<file path="config.mk">
export PLATFORM = sky130hd
export DESIGN_NAME = cpu_phase_gen_flat
export DESIGN_NICKNAME = d
export VERILOG_FILES = /design/src/rtl/cpu_phase_gen_if.sv /design/src/rtl/cpu_phase_gen.sv /design/src/flat_wrapper.sv
export SDC_FILE = /design/constraint.sdc
export NUM_CORES = 1
export LEC_CHECK = 0
export BUFFER_PORTS_ARGS = -buffer_cell sky130_fd_sc_hd__clkbuf_2
export CAP_MARGIN = 0
export CORE_MARGIN = 2
export CORE_UTILIZATION = 45
export DETAILED_ROUTE_END_ITERATION = 8
export PLACE_DENSITY = 0.8
export RECOVER_POWER = 25
export REMOVE_ABC_BUFFERS = 1
export SLEW_MARGIN = 20
export SYNTH_ARGS = -nofsm -noshare
export SYNTH_HDL_FRONTEND = slang
export SYNTH_SLANG_ARGS = --single-unit
export TNS_END_PERCENT = 10
</file>
<file path="constraint.sdc">
create_clock -name master_clk -period 5.2 [get_ports master_clk]
set_clock_uncertainty 0.1 [all_clocks]
set_input_delay 0.52 -clock master_clk [delete_from_list [all_inputs] [get_ports master_clk]]
set_output_delay 0.52 -clock master_clk [all_outputs]
set_load 0.05 [all_outputs]
</file>
<file path="src/rtl/cpu_phase_gen_if.sv">
// rtl/cpu_phase_gen_if.sv - control/strobe bundle for cpu_phase_gen (step signal present with PHASE_GEN_STEP_EN)
interface cpu_phase_gen_if #(
    parameter int CNT_W  = 4,
    parameter int ICNT_W = 16
);
    logic              run;
    logic              halt;
`ifdef PHASE_GEN_STEP_EN
    logic              step;
`endif
    logic [CNT_W-1:0]  count;
    logic              control_clk;
    logic              clk;
    logic              fetch;
    logic              alu_clk;
    logic              running;
    logic [ICNT_W-1:0] icount;

    modport master (
`ifdef PHASE_GEN_STEP_EN
        input  step,
`endif
        input  run, halt,
        output count, control_clk, clk, fetch, alu_clk, running, icount
    );

    modport slave (
`ifdef PHASE_GEN_STEP_EN
        output step,
`endif
        output run, halt,
        input  count, control_clk, clk, fetch, alu_clk, running, icount
    );
endinterface

</file>
<file path="src/rtl/cpu_phase_gen.sv">
// rtl/cpu_phase_gen.sv - CPU instruction-cycle phase generator; optional single-step via PHASE_GEN_STEP_EN
module cpu_phase_gen #(
    parameter int CNT_W    = 4,
    parameter int ALU_SLOT = 12,
    parameter int ICNT_W   = 16
) (
    input  logic            master_clk,
    input  logic            rst,
    cpu_phase_gen_if.master bus
);

`ifdef PHASE_GEN_STEP_EN
    typedef enum logic [1:0] {IDLE, RUN, STOP, STEP} state_t;
`else
    typedef enum logic [1:0] {IDLE, RUN, STOP} state_t;
`endif

    localparam logic [CNT_W-1:0] ALU_CNT = CNT_W'(ALU_SLOT);

    state_t            state, state_next;
    logic [CNT_W-1:0]  count_q, count_next;
    logic [ICNT_W-1:0] icount_q, icount_next;
    logic              pending, pending_next;
    logic              running_next;
    logic              control_clk_q, clk_q, fetch_q, alu_clk_q, running_q;
    logic              stop_req, go_req, at_wrap;
`ifdef PHASE_GEN_STEP_EN
    logic              step_req;
    assign step_req = bus.step & ~bus.halt;
`endif

    assign stop_req = bus.halt | ~bus.run;
    assign go_req   = bus.run & ~bus.halt;
    assign at_wrap  = (count_q == '1);

    // Next state, next count and stop bookkeeping; a started cycle always runs to its wrap
    always_comb begin
        state_next   = state;
        count_next   = count_q;
        icount_next  = icount_q;
        pending_next = pending;
        case (state)
            IDLE, STOP: begin
                count_next = '0;
                if (go_req) begin
                    state_next = RUN;
`ifdef PHASE_GEN_STEP_EN
                end else if (step_req) begin
                    state_next = STEP;
`endif
                end
            end
            RUN: begin
                count_next = count_q + CNT_W'(1);
                if (at_wrap) begin
                    icount_next = icount_q + ICNT_W'(1);
                    if (pending || stop_req) begin
                        state_next   = STOP;
                        pending_next = 1'b0;
                    end
                end else begin
                    pending_next = pending | stop_req;
                end
            end
`ifdef PHASE_GEN_STEP_EN
            STEP: begin
                count_next = count_q + CNT_W'(1);
                if (at_wrap) begin
                    icount_next  = icount_q + ICNT_W'(1);
                    state_next   = STOP;
                    pending_next = 1'b0;
                end
            end
`endif
            default: begin
                state_next   = IDLE;
                count_next   = '0;
                pending_next = 1'b0;
            end
        endcase
`ifdef PHASE_GEN_STEP_EN
        running_next = (state_next == RUN) || (state_next == STEP);
`else
        running_next = (state_next == RUN);
`endif
    end

    // State, counters and strobes registered together so strobes always match count
    always_ff @(posedge master_clk or negedge rst) begin
        if (!rst) begin
            state         <= IDLE;
            count_q       <= '0;
            icount_q      <= '0;
            pending       <= 1'b0;
            running_q     <= 1'b0;
            control_clk_q <= 1'b1;
            clk_q         <= 1'b0;
            fetch_q       <= 1'b1;
            alu_clk_q     <= (ALU_SLOT != 0);
        end else begin
            state         <= state_next;
            count_q       <= count_next;
            icount_q      <= icount_next;
            pending       <= pending_next;
            running_q     <= running_next;
            control_clk_q <= ~count_next[0];
            clk_q         <= count_next[1];
            fetch_q       <= ~count_next[CNT_W-1];
            alu_clk_q     <= (count_next != ALU_CNT);
        end
    end

    assign bus.count       = count_q;
    assign bus.icount      = icount_q;
    assign bus.running     = running_q;
    assign bus.control_clk = control_clk_q;
    assign bus.clk         = clk_q;
    assign bus.fetch       = fetch_q;
    assign bus.alu_clk     = alu_clk_q;

endmodule

</file>
<file path="src/flat_wrapper.sv">
// flat-port wrapper written by rule: the top's interface ports become plain ports
module cpu_phase_gen_flat 
#(
    parameter int CNT_W    = 4,
    parameter int ALU_SLOT = 12,
    parameter int ICNT_W   = 16
)
  (master_clk, rst, bus_run, bus_halt, bus_count, bus_control_clk, bus_clk, bus_fetch, bus_alu_clk, bus_running, bus_icount);
  cpu_phase_gen_if #(.CNT_W(CNT_W), .ICNT_W(ICNT_W)) bus_i ();
  input  logic master_clk;
  input  logic rst;
  input wire logic [$bits(bus_i.run)-1:0] bus_run;
  input wire logic [$bits(bus_i.halt)-1:0] bus_halt;
  output wire logic [$bits(bus_i.count)-1:0] bus_count;
  output wire logic [$bits(bus_i.control_clk)-1:0] bus_control_clk;
  output wire logic [$bits(bus_i.clk)-1:0] bus_clk;
  output wire logic [$bits(bus_i.fetch)-1:0] bus_fetch;
  output wire logic [$bits(bus_i.alu_clk)-1:0] bus_alu_clk;
  output wire logic [$bits(bus_i.running)-1:0] bus_running;
  output wire logic [$bits(bus_i.icount)-1:0] bus_icount;
  assign bus_i.run = bus_run;
  assign bus_i.halt = bus_halt;
  assign bus_count = bus_i.count;
  assign bus_control_clk = bus_i.control_clk;
  assign bus_clk = bus_i.clk;
  assign bus_fetch = bus_i.fetch;
  assign bus_alu_clk = bus_i.alu_clk;
  assign bus_running = bus_i.running;
  assign bus_icount = bus_i.icount;
  cpu_phase_gen #(.CNT_W(CNT_W), .ALU_SLOT(ALU_SLOT), .ICNT_W(ICNT_W)) u_core (.master_clk(master_clk), .rst(rst), .bus(bus_i));
endmodule
</file>
==> impl_metrics.ini <==
[synth]
ys_seq_area_share_pct = 57.2
synth_cells = 101
yosys.area.top_type = dfrtp_1
synth.most_common_cell = dfrtp_1
async_flop_share_pct = 100
synth_top_area_share_pct = 50.6
synth_commonest_cells = 24 x dfrtp_1, 9 x xor2_1, 8 x nor2_1, 8 x xnor2_1, 7 x nand2_1
ys_top_cells_by_area = dfrtp_1 51%, dfstp_2 6.6%, xor2_1 6.6%
synth.avg_cell_area_um2 = 11.8
syn_area_um2 = 1190
ys_ff_latch = 27
ys.flop_type = dfrtp_1
yosysWarnings = 0
synth.distinct_cells = 30
synth_edf_count = 0

[power]
finalPower_mw = 0.584
p_leak_nw = 0.743
clkPwrFrac_pct = 15.2
pwr-share-seq_pct = 47.6
p_sw_mw = 0.253
netSwitchingFraction_pct = 43.3
p_comb_share_pct = 37.2
power.density_nw_per_um2 = 422
p_int_mw = 0.331
ir_drop_mv = 0.449

[finish]
stdcell_count = 162
fin_area_um2 = 1380
num_antenna_cells = 0
fillers = 228
final_net_count = 139
drive_gt1_share_pct = 31.1
utilization_pct = 55.4
area_delta_synth_final_pct = 16.5

[timing]
worst_slack_ns = 3.27
hold_ws_ns = 0.378
finalMaxSlewViolations = 0
finalHoldViolCount = 0
setup_viol = 0
min_period_ns = 1.93
tns_ns = 0
fmax_ghz = 0.519
worst_pin_slew_ns = 1.39
fin_crit_sh_pct = 37.1
rsz0062_at_grt = false
slew_headroom_pct = 7.08

[clock_tree]
post_cts.repair.setup_buffers = 0
numCtsBuffers = 3
clock_latency_ns = 0.33
cts_tree = done
cts_hold_buffers = 0
cts_sinks = 27
clkTransAtPathRegs_ns = 0.14
cts_max_path_buffers = 2
cts_root_buf = clkbuf_4
post_cts_resized = 0
cts_htree_levels = 1

[floorplanning]
ios = 29
die-area_um2 = 3070
fp.dieW_um = 55.4
fp.dieH_um = 55.4
start_util_pct = 47.5
coreArea_um2 = 2500
placementRows = 18

[worst_hold_path]
worstHoldPathType = input port to async pin

[routing]
ant_nets = 0
vias = 862
drt-pass1-iter-count = 4
drtIter0Drc = 6
wirelength_um = 2060
vias_per_cell = 5.32
drc = 0
wl_per_cell_um = 12.7

[worst_setup_path]
critPathBufInv = 0
startpoint_type = register
crit_fanout = 6
critPathMaxStageDelay_ns = 0.52
crit_type = register to register
crit_start = u_core.bus.count[0]
critPathTopFamily = simple AND/OR/NAND/NOR gates
cp.required_ns = 5.36
timing.rr.start = u_core.bus.count[0]
cp-end-kind = register
cpMaxStageDelayCell = or4_4
path_cells = ha_1 > nand4_2 > or4_4 > nor3_2 > xor2_1
crit_arrival_ns = 2.09

[grt]
grt_overflow = 0
antenna_found_initial = 0
grt_use_total_pct = 14.3
grt_pass1_wl_um = 3420
grt_pass1_vias = 771
grt_max_degree = 28

[place]
preCtsSetupSlack_ns = 3.32
dpl.hpwl_um = 1550
place_area_um2 = 1360
place_congestion = 0.750
placed_cells = 158
port_buffers = 28

[status]
status = complete, no violations

[job]
cap_violations = 0
power groups by stage:
| stage | clock network, mW | registers (mW) | logic [mW] |
|---|---|---|---|
| 5_1_grt | 0.101 | 0.282 | 0.231 |
| 6_report | 0.0887 | 0.278 | 0.217 |
| 2_1_floorplan | 0 | 0.383 | 0.0626 |
| 4_1_cts | 0.0916 | 0.278 | 0.219 |
| 3_5_place_dp | 0 | 0.281 | 0.218 |
| 3_3_place_gp | 0 | 0.278 | 0.214 |
final cells by class:
cell class                 count  area [um2]  area share [%]
sequential                    27         679            49.1
multi-input combinational     67         478            34.5
timing repair buffer          28         139            10.0
tap                           30        37.5            2.71
clock buffer                   3        22.5            1.63
inverter                       6        22.5            1.63
clock inverter                 1        5.00           0.362
layout by cell type, fill, tap and decap left out, drive strengths merged:
cell type and instances:
a22o 2, nor4 5, xnor2 8, o21ai 1, nand3 4, or2 3, clkinv 1, and4 1
and2 1, or2b 1, clkbuf 31, nand2 7, mux2 1, dfstp 3, nand4 4, nand2b 1
or4 1, xor2 9, nor2b 1, inv 6, nor2 8, a21oi 2, nand4b 2, dfrtp 24
a2bb2oi 1, nor3 2, ha 2
sequential cells by signal (all words and copies together) (netlist names):
register and cells:
u_core.bus.control_clk 1, u_core.bus.count 4, u_core.bus.icount 16, u_core.bus.running 1, u_core.state 2, u_core.pending 1, u_core.bus.alu_clk 1, u_core.bus.fetch 1
metal layers:
metal,track usage (%),part of all wire [%],wire length [um]
met3,5.85,6.0,124
met2,22.6,47,968
met5,0,0,0
met1,17.6,45,936
met4,5.23,1.6,32
cells by family (layout without fill, tap and decap cells):
logic type / Yosys count / after routing / synth area share, %
muxes: 1 / 1 / 0.948
DFF: 27 / 27 / 57.2
xor gates and xnor gates: 17 / 17 / 12.5
AOI/OAI and AO/OA: 6 / 6 / 3.48
adders and majority gates: 2 / 2 / 2.11
buffers and inverters: 7 / 38 / 2.53
and+or+nand+nor: 41 / 41 / 21.2
worst paths after layout:
path | to | slack [ns] | depth (start not counted)
max in group asynchronous | u_core.bus.icount[5] | 3.81 | 1
worst min-delay path | u_core.bus.icount[0] | 0.38 | 1
min in group master_clk | u_core.bus.icount[15] | 0.38 | 1
worst min register to register | u_core.bus.icount[15] | 0.38 | 1
worst max-delay path | u_core.bus.icount[14] | 3.27 | 5
worst max register to register | u_core.bus.icount[14] | 3.27 | 5
Power figures use the tool's default switching activity.
